==> src/rtl/move_resolver.sv <==
// Othello move resolver: checks a target cell, scans the eight directions for
// capturable runs, flips them through the board write port, then claims the target.
module move_resolver (
  input  logic       clock,
  input  logic       reset,
  input  logic       new_move,
  input  logic       player,
  input  logic [2:0] cur_x,
  input  logic [2:0] cur_y,
  output logic [5:0] rd_addr,
  input  logic [1:0] rd_data,
  output logic       wr_en,
  output logic [5:0] wr_addr,
  output logic [1:0] wr_data,
  output logic       nm_done,
  output logic       ack,
  output logic [5:0] flip_total
);

  typedef enum logic [3:0] {
    IDLE, RD_TGT, CHK_TGT, SCAN_RD, SCAN_CHK, FLIP, NEXT_DIR, WR_TGT, DONE
  } state_t;

  state_t     state, state_n;
  logic       ply;
  logic [2:0] tx, ty;
  logic [2:0] dir;
  logic [2:0] cnt;
  logic [2:0] px, py;
  logic [2:0] fx, fy;
  logic [2:0] frem;

  function automatic logic signed [1:0] dir_dx(input logic [2:0] d);
    case (d)
      3'd0, 3'd4:        dir_dx = 2'sd0;
      3'd1, 3'd2, 3'd3:  dir_dx = 2'sd1;
      default:           dir_dx = -2'sd1;
    endcase
  endfunction

  function automatic logic signed [1:0] dir_dy(input logic [2:0] d);
    case (d)
      3'd2, 3'd6:        dir_dy = 2'sd0;
      3'd3, 3'd4, 3'd5:  dir_dy = 2'sd1;
      default:           dir_dy = -2'sd1;
    endcase
  endfunction

  function automatic logic signed [4:0] step_sum(input logic [2:0] pos,
                                                 input logic signed [1:0] d);
    logic signed [4:0] de;
    de = {{3{d[1]}}, d};
    step_sum = $signed({2'b00, pos}) + de;
  endfunction

  // A step is off-board when the signed sum leaves 0..7; the low bits are never reused then.
  function automatic logic step_oob(input logic [2:0] pos, input logic signed [1:0] d);
    logic signed [4:0] s;
    s = step_sum(pos, d);
    step_oob = (s[4:3] != 2'b00);
  endfunction

  function automatic logic [2:0] step_pos(input logic [2:0] pos, input logic signed [1:0] d);
    logic signed [4:0] s;
    s = step_sum(pos, d);
    step_pos = s[2:0];
  endfunction

  logic signed [1:0] dx, dy;
  logic              oob;
  logic [2:0]        sx, sy;
  logic [1:0]        own, opp;

  always_comb begin
    dx  = dir_dx(dir);
    dy  = dir_dy(dir);
    oob = step_oob(px, dx) | step_oob(py, dy);
    sx  = step_pos(px, dx);
    sy  = step_pos(py, dy);
    own = ply ? 2'b10 : 2'b01;
    opp = ply ? 2'b01 : 2'b10;
  end

  always_comb begin
    state_n = state;
    case (state)
      IDLE:     if (new_move) state_n = RD_TGT;
      RD_TGT:   state_n = CHK_TGT;
      CHK_TGT:  state_n = (rd_data != 2'b00) ? DONE : SCAN_RD;
      SCAN_RD:  state_n = oob ? NEXT_DIR : SCAN_CHK;
      SCAN_CHK: begin
        if (rd_data == opp)                      state_n = SCAN_RD;
        else if (rd_data == own && cnt != 3'd0)  state_n = FLIP;
        else                                     state_n = NEXT_DIR;
      end
      FLIP:     if (frem == 3'd1) state_n = NEXT_DIR;
      NEXT_DIR: begin
        if (dir != 3'd7)             state_n = SCAN_RD;
        else if (flip_total != 6'd0) state_n = WR_TGT;
        else                         state_n = DONE;
      end
      WR_TGT:   state_n = DONE;
      DONE:     if (!new_move) state_n = IDLE;
      default:  state_n = IDLE;
    endcase
  end

  always_comb begin
    rd_addr = 6'd0;
    wr_addr = 6'd0;
    wr_data = 2'b00;
    wr_en   = 1'b0;
    nm_done = (state == DONE);
    case (state)
      RD_TGT:  rd_addr = {ty, tx};
      SCAN_RD: if (!oob) rd_addr = {sy, sx};
      FLIP: begin
        wr_en   = !reset;
        wr_addr = {fy, fx};
        wr_data = own;
      end
      WR_TGT: begin
        wr_en   = !reset;
        wr_addr = {ty, tx};
        wr_data = own;
      end
      default: ;
    endcase
  end

  always_ff @(posedge clock) begin
    if (reset) begin
      state      <= IDLE;
      ply        <= 1'b0;
      tx         <= 3'd0;
      ty         <= 3'd0;
      dir        <= 3'd0;
      cnt        <= 3'd0;
      px         <= 3'd0;
      py         <= 3'd0;
      fx         <= 3'd0;
      fy         <= 3'd0;
      frem       <= 3'd0;
      flip_total <= 6'd0;
      ack        <= 1'b0;
    end else begin
      state <= state_n;
      case (state)
        IDLE: if (new_move) begin
          ply        <= player;
          tx         <= cur_x;
          ty         <= cur_y;
          flip_total <= 6'd0;
          ack        <= 1'b0;
        end
        CHK_TGT: begin
          dir <= 3'd0;
          cnt <= 3'd0;
          px  <= tx;
          py  <= ty;
        end
        SCAN_RD: if (!oob) begin
          px <= sx;
          py <= sy;
        end
        SCAN_CHK: begin
          if (rd_data == opp) begin
            cnt <= cnt + 3'd1;
          end else if (rd_data == own && cnt != 3'd0) begin
            // Flipping restarts one step out from the target along the same direction.
            fx   <= step_pos(tx, dx);
            fy   <= step_pos(ty, dy);
            frem <= cnt;
          end
        end
        FLIP: begin
          fx         <= step_pos(fx, dx);
          fy         <= step_pos(fy, dy);
          frem       <= frem - 3'd1;
          flip_total <= flip_total + 6'd1;
        end
        NEXT_DIR: begin
          cnt <= 3'd0;
          dir <= dir + 3'd1;
          px  <= tx;
          py  <= ty;
        end
        WR_TGT: ack <= 1'b1;
        default: ;
      endcase
    end
  end

endmodule

==> config.mk <==
export PLATFORM = sky130hd
export DESIGN_NAME = move_resolver
export DESIGN_NICKNAME = d
export VERILOG_FILES = /design/src/rtl/move_resolver.sv
export SDC_FILE = /design/constraint.sdc
export NUM_CORES = 1
export LEC_CHECK = 0
export BUFFER_PORTS_ARGS = -buffer_cell sky130_fd_sc_hd__buf_2
export CAP_MARGIN = 20
export CORE_ASPECT_RATIO = 0.6
export CORE_MARGIN = 10
export CORE_UTILIZATION = 50
export DETAILED_ROUTE_END_ITERATION = 16
export PLACE_DENSITY = 0.71
export SYNTH_ARGS = -nofsm -noshare
export SYNTH_HDL_FRONTEND = slang
export SYNTH_SLANG_ARGS = --single-unit
==> constraint.sdc <==
create_clock -name clock -period 3.9 [get_ports clock]
set_input_delay 0.78 -clock clock [delete_from_list [all_inputs] [get_ports clock]]
set_output_delay 0.78 -clock clock [all_outputs]
set_load 0.02 [all_outputs]
==> impl_metrics.csv, run 1 <==
group,metric,value,unit
status,outcome,"finished, final reports clean",
power_and_ir_drop,power_density,328.9,nW/um2
timing,post-route-min-period,3782,ps
timing,drv_slew,0,
floorplan,fp.dieH,76.43,um
yosys,post_synth_main_area_contributors,"dfxtp_1, ha_1, a21oi_1",
final_layout,drive_gt1_share,21.61,%
routing,routed.top_layer,"met4",
yosys,mappedNetlistArea,2654,um2
routing,wl_met2,3072,um
yosys,synth_top_cell_area_share,29.42,%
critical_path,worst-setup-path-type,"register to primary output",
critical_path,crit_path_cell_trace,"inv_2 -> ha_2 -> o21ba_2 -> nor2_1 -> nand2_2 -> ha_2 -> ha_1 -> or4_4 -> and2_1 -> xnor2_1 -> a22o_1 -> buf_2",
timing,worstMarginPinSlew,809.2,ps
yosys,postSynthCellCount,329,
final_layout,syn2layout_area_growth,16.03,%
placement,place.detailed.instances,419,
final_layout,finalNonFillerCells,427,
timing,setup_slack,117.7,ps
routing,detail_route.wirelength.met1,3552,um
critical_path,timing.critical_path.arrival,3000,ps
floorplan,io_pins,35,
yosys,synth_ff_type,"dfxtp_1",
yosys,register_area_share_after_synthesis,29.42,%
cts,clk_latency,300,ps
critical_path,worstSetupEndpoint,"rd_addr[2]",
yosys,post_synth_most_frequent_cells,"dfxtp_1, nand2_1, a21oi_1",
run,max_cap_viol_count,0,
cts,clk_pin_slew,80,ps
cts,cts_root_buffer,"clkbuf_8",
critical_path,endpoint_of_the_lowest_slack_register_to_register_path,"px[2]",
floorplan,fp.dieW,114.1,um
placement,numPortBuffers,34,
grt,grt_start_max_net_pins,38,
critical_path,reg2reg_slack,800,ps
final_layout,nNetsFinal,396,
routing,routed_wl,7377,um
critical_path,crit_top_cell,"ha_2",
yosys,synth.avg_cell_area,8.066,um2
grt,grt_util_all_layers,16.41,%
power_and_ir_drop,worst_ir_drop_vdd,0.1566,mV
final_layout,regMostFlops,"flip_total",
timing,hold_violations,0,
cts,cts_buffers,5,
routing,antenna_violating_nets_post_route,0,
cts,htreeDepth,2,
routing,detailroute.via_count,2510,
critical_path,critPathSlowestCell,"or4_4",
yosys,synth-warning-count,0,
timing,minimum_hold_slack,485.6,ps
placement,gpl.final_weighted_congestion,0.9184,
critical_path,critical-path-max-stage-delay,510,ps
timing,max_freq,264.4,MHz
min_path,hp-class,"register to register",
timing,finClkSkew,12.13,ps
placement,post-dp-hpwl,5410,um
placement,placed_cell_area,2902,um2
yosys,synth_seq_cells,39,
routing,drc_errors,0,
critical_path,required_time_of_the_worst_setup_path,3120,ps
yosys,library_cell_with_the_highest_instance_count_after_synthesis,"dfxtp_1",
cts,clock_sinks,39,
final_layout,antenna_fix_cells,0,
final_layout,layout.cell_area.non_filler,3079,um2
grt,grt_pass1_vias,2395,
yosys,syn-num-nets,364,
floorplan,initial_utilization,51.99,%
timing,timing.final.crit_share,96.98,%
timing,headroom_to_the_max_slew_limit,45.64,%
routing,vias_per_cell,5.878,
yosys,postSynth.asyncResetShare,0,%
timing,grt_setup_unrepaired,"no",
grt,antenna_found_initial,0,
yosys,synth_edf_count,0,
routing,dr.first_iter.drc_count,163,
final_layout,reg.largest.list,"flip_total: 6 flops, state: 4 flops",
critical_path,startpoint_type,"register",
cts,max-clock-path-buffers,2,
cts,cts_tree,"done",
grt,globalRoute.totalOverflow,0,
routing,routed_wire_length_per_instance,17.28,um
final_layout,finalCoreUtilization,60.32,%
floorplan,floorplan.core_area,5105,um2
final_layout,largest_register_ff_count,6,
floorplan,die-area,8717,um2
timing,setup-violations-final,0,
cts,postCtsHoldBufs,0,
grt,first_pass_grt_wire_length,11880,um
critical_path,worstSetupStartpoint,"dir[0]",
routing,drt_pass1_iterations,5,
power_and_ir_drop,leakage_power_figure,0.001159,uW
critical_path,path_max_fanout,4,
yosys,distinct_cells_synth,54,
routing,routed_wire_length_on_met3,674,um
floorplan,std_cell_rows,20,
placement,post_place_setup_slack,1.248,ps
yosys,post_synth_top_area_cell,"dfxtp_1",
critical_path,endpoint_kind,"primary output",
critical_path,worstRegToRegCells,11,
critical_path,rr_startpoint,"dir[0]",
==> cell families (layout without fill, tap and decap cells) <==
kind of cell | count (synthesis) | in the layout | share of synthesized area (%)
AO/OA/AOI/OAI | 85 | 85 | 22.16
AND/OR/NAND/NOR | 120 | 120 | 22.96
flip-flops | 39 | 39 | 29.42
multiplexers | 11 | 11 | 4.196
XOR/XNOR | 10 | 10 | 3.300
buffers and inverters | 41 | 73 | 6.270
adder cells (fa/ha/maj) | 23 | 23 | 11.69
==> worst min-delay path by stage <==
stage / from / endpoint / slack (ps) / cells past startpoint
floorplan: fx[0] / fx[0] / 440 / 2
global placement: fy[0] / fy[0] / 460 / 2
detailed placement: fx[0] / fx[0] / 470 / 2
CTS: fx[0] / fx[0] / 480 / 2
global route: fx[0] / fx[0] / 500 / 2
finish: dir[1] / dir[1] / 490 / 2
==> report_power, final <==
| group | switching [uW] | internal, uW | leakage, uW |
|---|---|---|---|
| clock network | 148 | 122 | 0.0000440 |
| logic | 168 | 102 | 0.000798 |
| registers | 49.6 | 422 | 0.000317 |
==> metal layers <==
layer  up-vias  track usage, %
met1      1171           24.03
met2        91           22.73
li1       1239               -
met3         9           4.245
met4         0           4.239
met5         -               0
==> critical path: cells and delay by family, from the launching register on <==
| kind | cells | cell delay (ps) |
|---|---|---|
| and+or+nand+nor | 4 | 920 |
| adders and majority gates | 3 | 630 |
| AOI/OAI and AO/OA | 2 | 420 |
| DFF | 1 | 380 |
| buffers and inverters | 2 | 220 |
| xor gates and xnor gates | 1 | 130 |
==> per-stage QoR <==
step                total power (uW)  TNS (ps)
floorplan                      658.4         0
global placement               732.9         0
detailed placement             741.6         0
CTS                             1014    -8.622
global route                    1071         0
finish                          1013         0
==> final cells by class <==
| class | instances | area [um2] |
|---|---|---|
| Fill cell | 458 | 2026 |
| Multi-Input combinational cell | 249 | 1792 |
| Sequential cell | 39 | 785.8 |
| Timing Repair Buffer | 43 | 250.2 |
| Inverter | 23 | 86.33 |
| Tap cell | 66 | 82.58 |
| Clock buffer | 5 | 68.82 |
| Clock inverter | 2 | 13.76 |
==> cell usage in the layout, fill, tap and decap left out, types with 3 or more instances in the layout <==
cell type  count
xor2_1         6
mux2i_1       10
o21ai_0        5
nor3_1         9
buf_2         29
or3b_2         3
dfxtp_1       37
nor2_1        27
a211oi_1       5
a31oi_1        6
and3_1         4
a32oi_1        8
clkbuf_8       5
xnor2_1        4
a21oi_1       30
nand3_1        8
nand2_1       32
ha_1          16
inv_1         21
buf_4         14
o211ai_1       6
nand3b_1       6
a22o_1         6
and2_1         6
nand4_1        3
==> timing repair <==
item                       CTS  global route
setup buffers                0             1
setup endpoints to repair    6             6
pin swaps                    0             4
resized for setup            4            24
Power figures use the tool's default switching activity.
==> run 2, diff against run 1 <==
==> constraint.sdc (replaced) <==
create_clock -name clock -period 3.9 [get_ports clock]
set_input_delay 0.39 -clock clock [delete_from_list [all_inputs] [get_ports clock]]
set_output_delay 0.39 -clock clock [all_outputs]
set_load 0.02 [all_outputs]
==> impl_metrics.csv, run 2 (synthesis results as in run 1) <==
group,metric,value,unit
routing,detailroute.via_count,2503,
critical_path,worst-setup-path-type,"register to primary output",
placement,placed_cell_area,2872,um2
floorplan,die-area,8717,um2
timing,max_freq,271.3,MHz
cts,clock_sinks,39,
timing,worstMarginPinSlew,749.3,ps
timing,setup-violations-final,0,
final_layout,layout.cell_area.non_filler,2985,um2
placement,numPortBuffers,34,
critical_path,startpoint_type,"register",
placement,post-dp-hpwl,5130,um
grt,antenna_found_initial,0,
routing,vias_per_cell,5.931,
power_and_ir_drop,power_density,339.7,nW/um2
grt,globalRoute.totalOverflow,0,
timing,finClkSkew,9.955,ps
final_layout,reg.largest.list,"flip_total: 6 flops, state: 4 flops",
final_layout,finalCoreUtilization,58.48,%
floorplan,std_cell_rows,20,
floorplan,initial_utilization,51.99,%
routing,drc_errors,0,
critical_path,required_time_of_the_worst_setup_path,3510,ps
grt,first_pass_grt_wire_length,11690,um
placement,gpl.final_weighted_congestion,0.9244,
final_layout,layout_common_cells,"dfxtp_1, nand2_1, buf_2",
floorplan,fp.dieH,76.43,um
timing,timing.final.crit_share,94.53,%
final_layout,nNetsFinal,391,
final_layout,drive_gt1_share,17.13,%
final_layout,largest_register_ff_count,6,
power_and_ir_drop,leakage_power_figure,0.001134,uW
routing,antenna_violating_nets_post_route,0,
cts,postCtsHoldBufs,0,
grt,grt_pass1_vias,2319,
cts,cts_tree,"done",
final_layout,antenna_fix_cells,0,
routing,drt_pass1_iterations,4,
power_and_ir_drop,power,1014,uW
power_and_ir_drop,worst_ir_drop_vdd,0.1598,mV
timing,hold_violations,0,
final_layout,most_common_cell_after_layout_fill_and_taps_aside,"dfxtp_1",
cts,max-clock-path-buffers,2,
cts,clk_latency,300,ps
min_path,hp-class,"primary input to register",
status,outcome,"finished, final reports clean",
timing,headroom_to_the_max_slew_limit,50.05,%
critical_path,path_max_fanout,8,
final_layout,syn2layout_area_growth,12.49,%
cts,clk_pin_slew,90,ps
floorplan,floorplan.core_area,5105,um2
timing,drv_slew,0,
grt,grt_start_max_net_pins,39,
critical_path,endpoint_kind,"primary output",
floorplan,fp.dieW,114.1,um
cts,cts_buffers,5,
timing,grt_setup_unrepaired,"no",
routing,routed_wl,7043,um
cts,postCtsSetupRepairBufs,0,
routing,dr.first_iter.drc_count,155,
critical_path,timing.critical_path.arrival,3300,ps
cts,cts_root_buffer,"clkbuf_8",
timing,post-route-min-period,3687,ps
grt,grt_util_all_layers,16.19,%
routing,routed_wire_length_per_instance,16.69,um
final_layout,layout.filler_cells,501,
final_layout,regMostFlops,"flip_total",
timing,tns,0,ps
floorplan,io_pins,35,
cts,htreeDepth,2,
run,max_cap_viol_count,0,
run 2: changes by cell type in the layout (fill, tap and decap cells not counted), moves of 2 or more:
cell	before	now
nand2_2	2	0
inv_2	2	0
inv_1	21	23
ha_4	2	0
nand2_1	32	34
buf_4	14	4
ha_2	2	0
ha_1	16	20
buf_2	29	34
run 2: where the power goes:
group          switching [uW]  internal (uW)
logic                     163           96.7
clock network             156            123
registers                52.8            423
total                     372            642
run 2: path summary, 6_finish.rpt:
check                           slack, ps  cells past startpoint    endpoint     start
worst max-delay path                  210                     13  rd_addr[2]    dir[1]
worst min-delay path                  320                      3       ty[0]  cur_y[0]
worst max register to register        710                     12       px[2]    dir[1]
worst min register to register        490                      2       fx[0]     fx[0]
run 2: cell type report:
| class | count | area (um2) | share of cell area (%) |
|---|---|---|---|
| multi-input cells | 249 | 1752 | 58.68 |
| flip-flops and latches | 39 | 782.0 | 26.19 |
| repair buffers | 38 | 200.2 | 6.706 |
| inverters | 23 | 86.33 | 2.892 |
| well taps | 66 | 82.58 | 2.766 |
| clock buffers | 5 | 68.82 | 2.305 |
| clock inverters | 2 | 13.76 | 0.4610 |
run 2: repair_timing:
item / in CTS / in global routing
setup endpoints to repair: 6 / 6
gates cloned: 0 / 0
resized for setup: 2 / 6
run 2: critical path, cell delays in order (launching register included):
cell and delay, ps:
dfxtp_1 380, inv_1 80, ha_1 240, nor3b_4 270, o21ai_1 170, ha_1 240, inv_1 70, fa_1 220
inv_1 70, a221o_1 360, mux2_2 360, nor2_4 200, a22o_1 170, buf_2 160
run 2: per-stage QoR:
step | worst slack, ps | instances | hold slack [ps]
2_1_floorplan | 639.9 | 329 | 444.4
3_3_place_gp | 294.7 | 415 | 465.5
3_5_place_dp | 155.5 | 415 | 477.1
4_1_cts | 0.8520 | 422 | 312.8
5_1_grt | 53.31 | 422 | 327.9
6_report | 213.4 | 422 | 317.4
run 2: layer usage:
layer,GRT usage [%],up-vias,routed length [um]
li1,-,1231,-
met1,23.83,1167,3633
met2,21.88,95,2815
met3,4.009,10,493
met4,5.362,0,100
met5,0,-,0
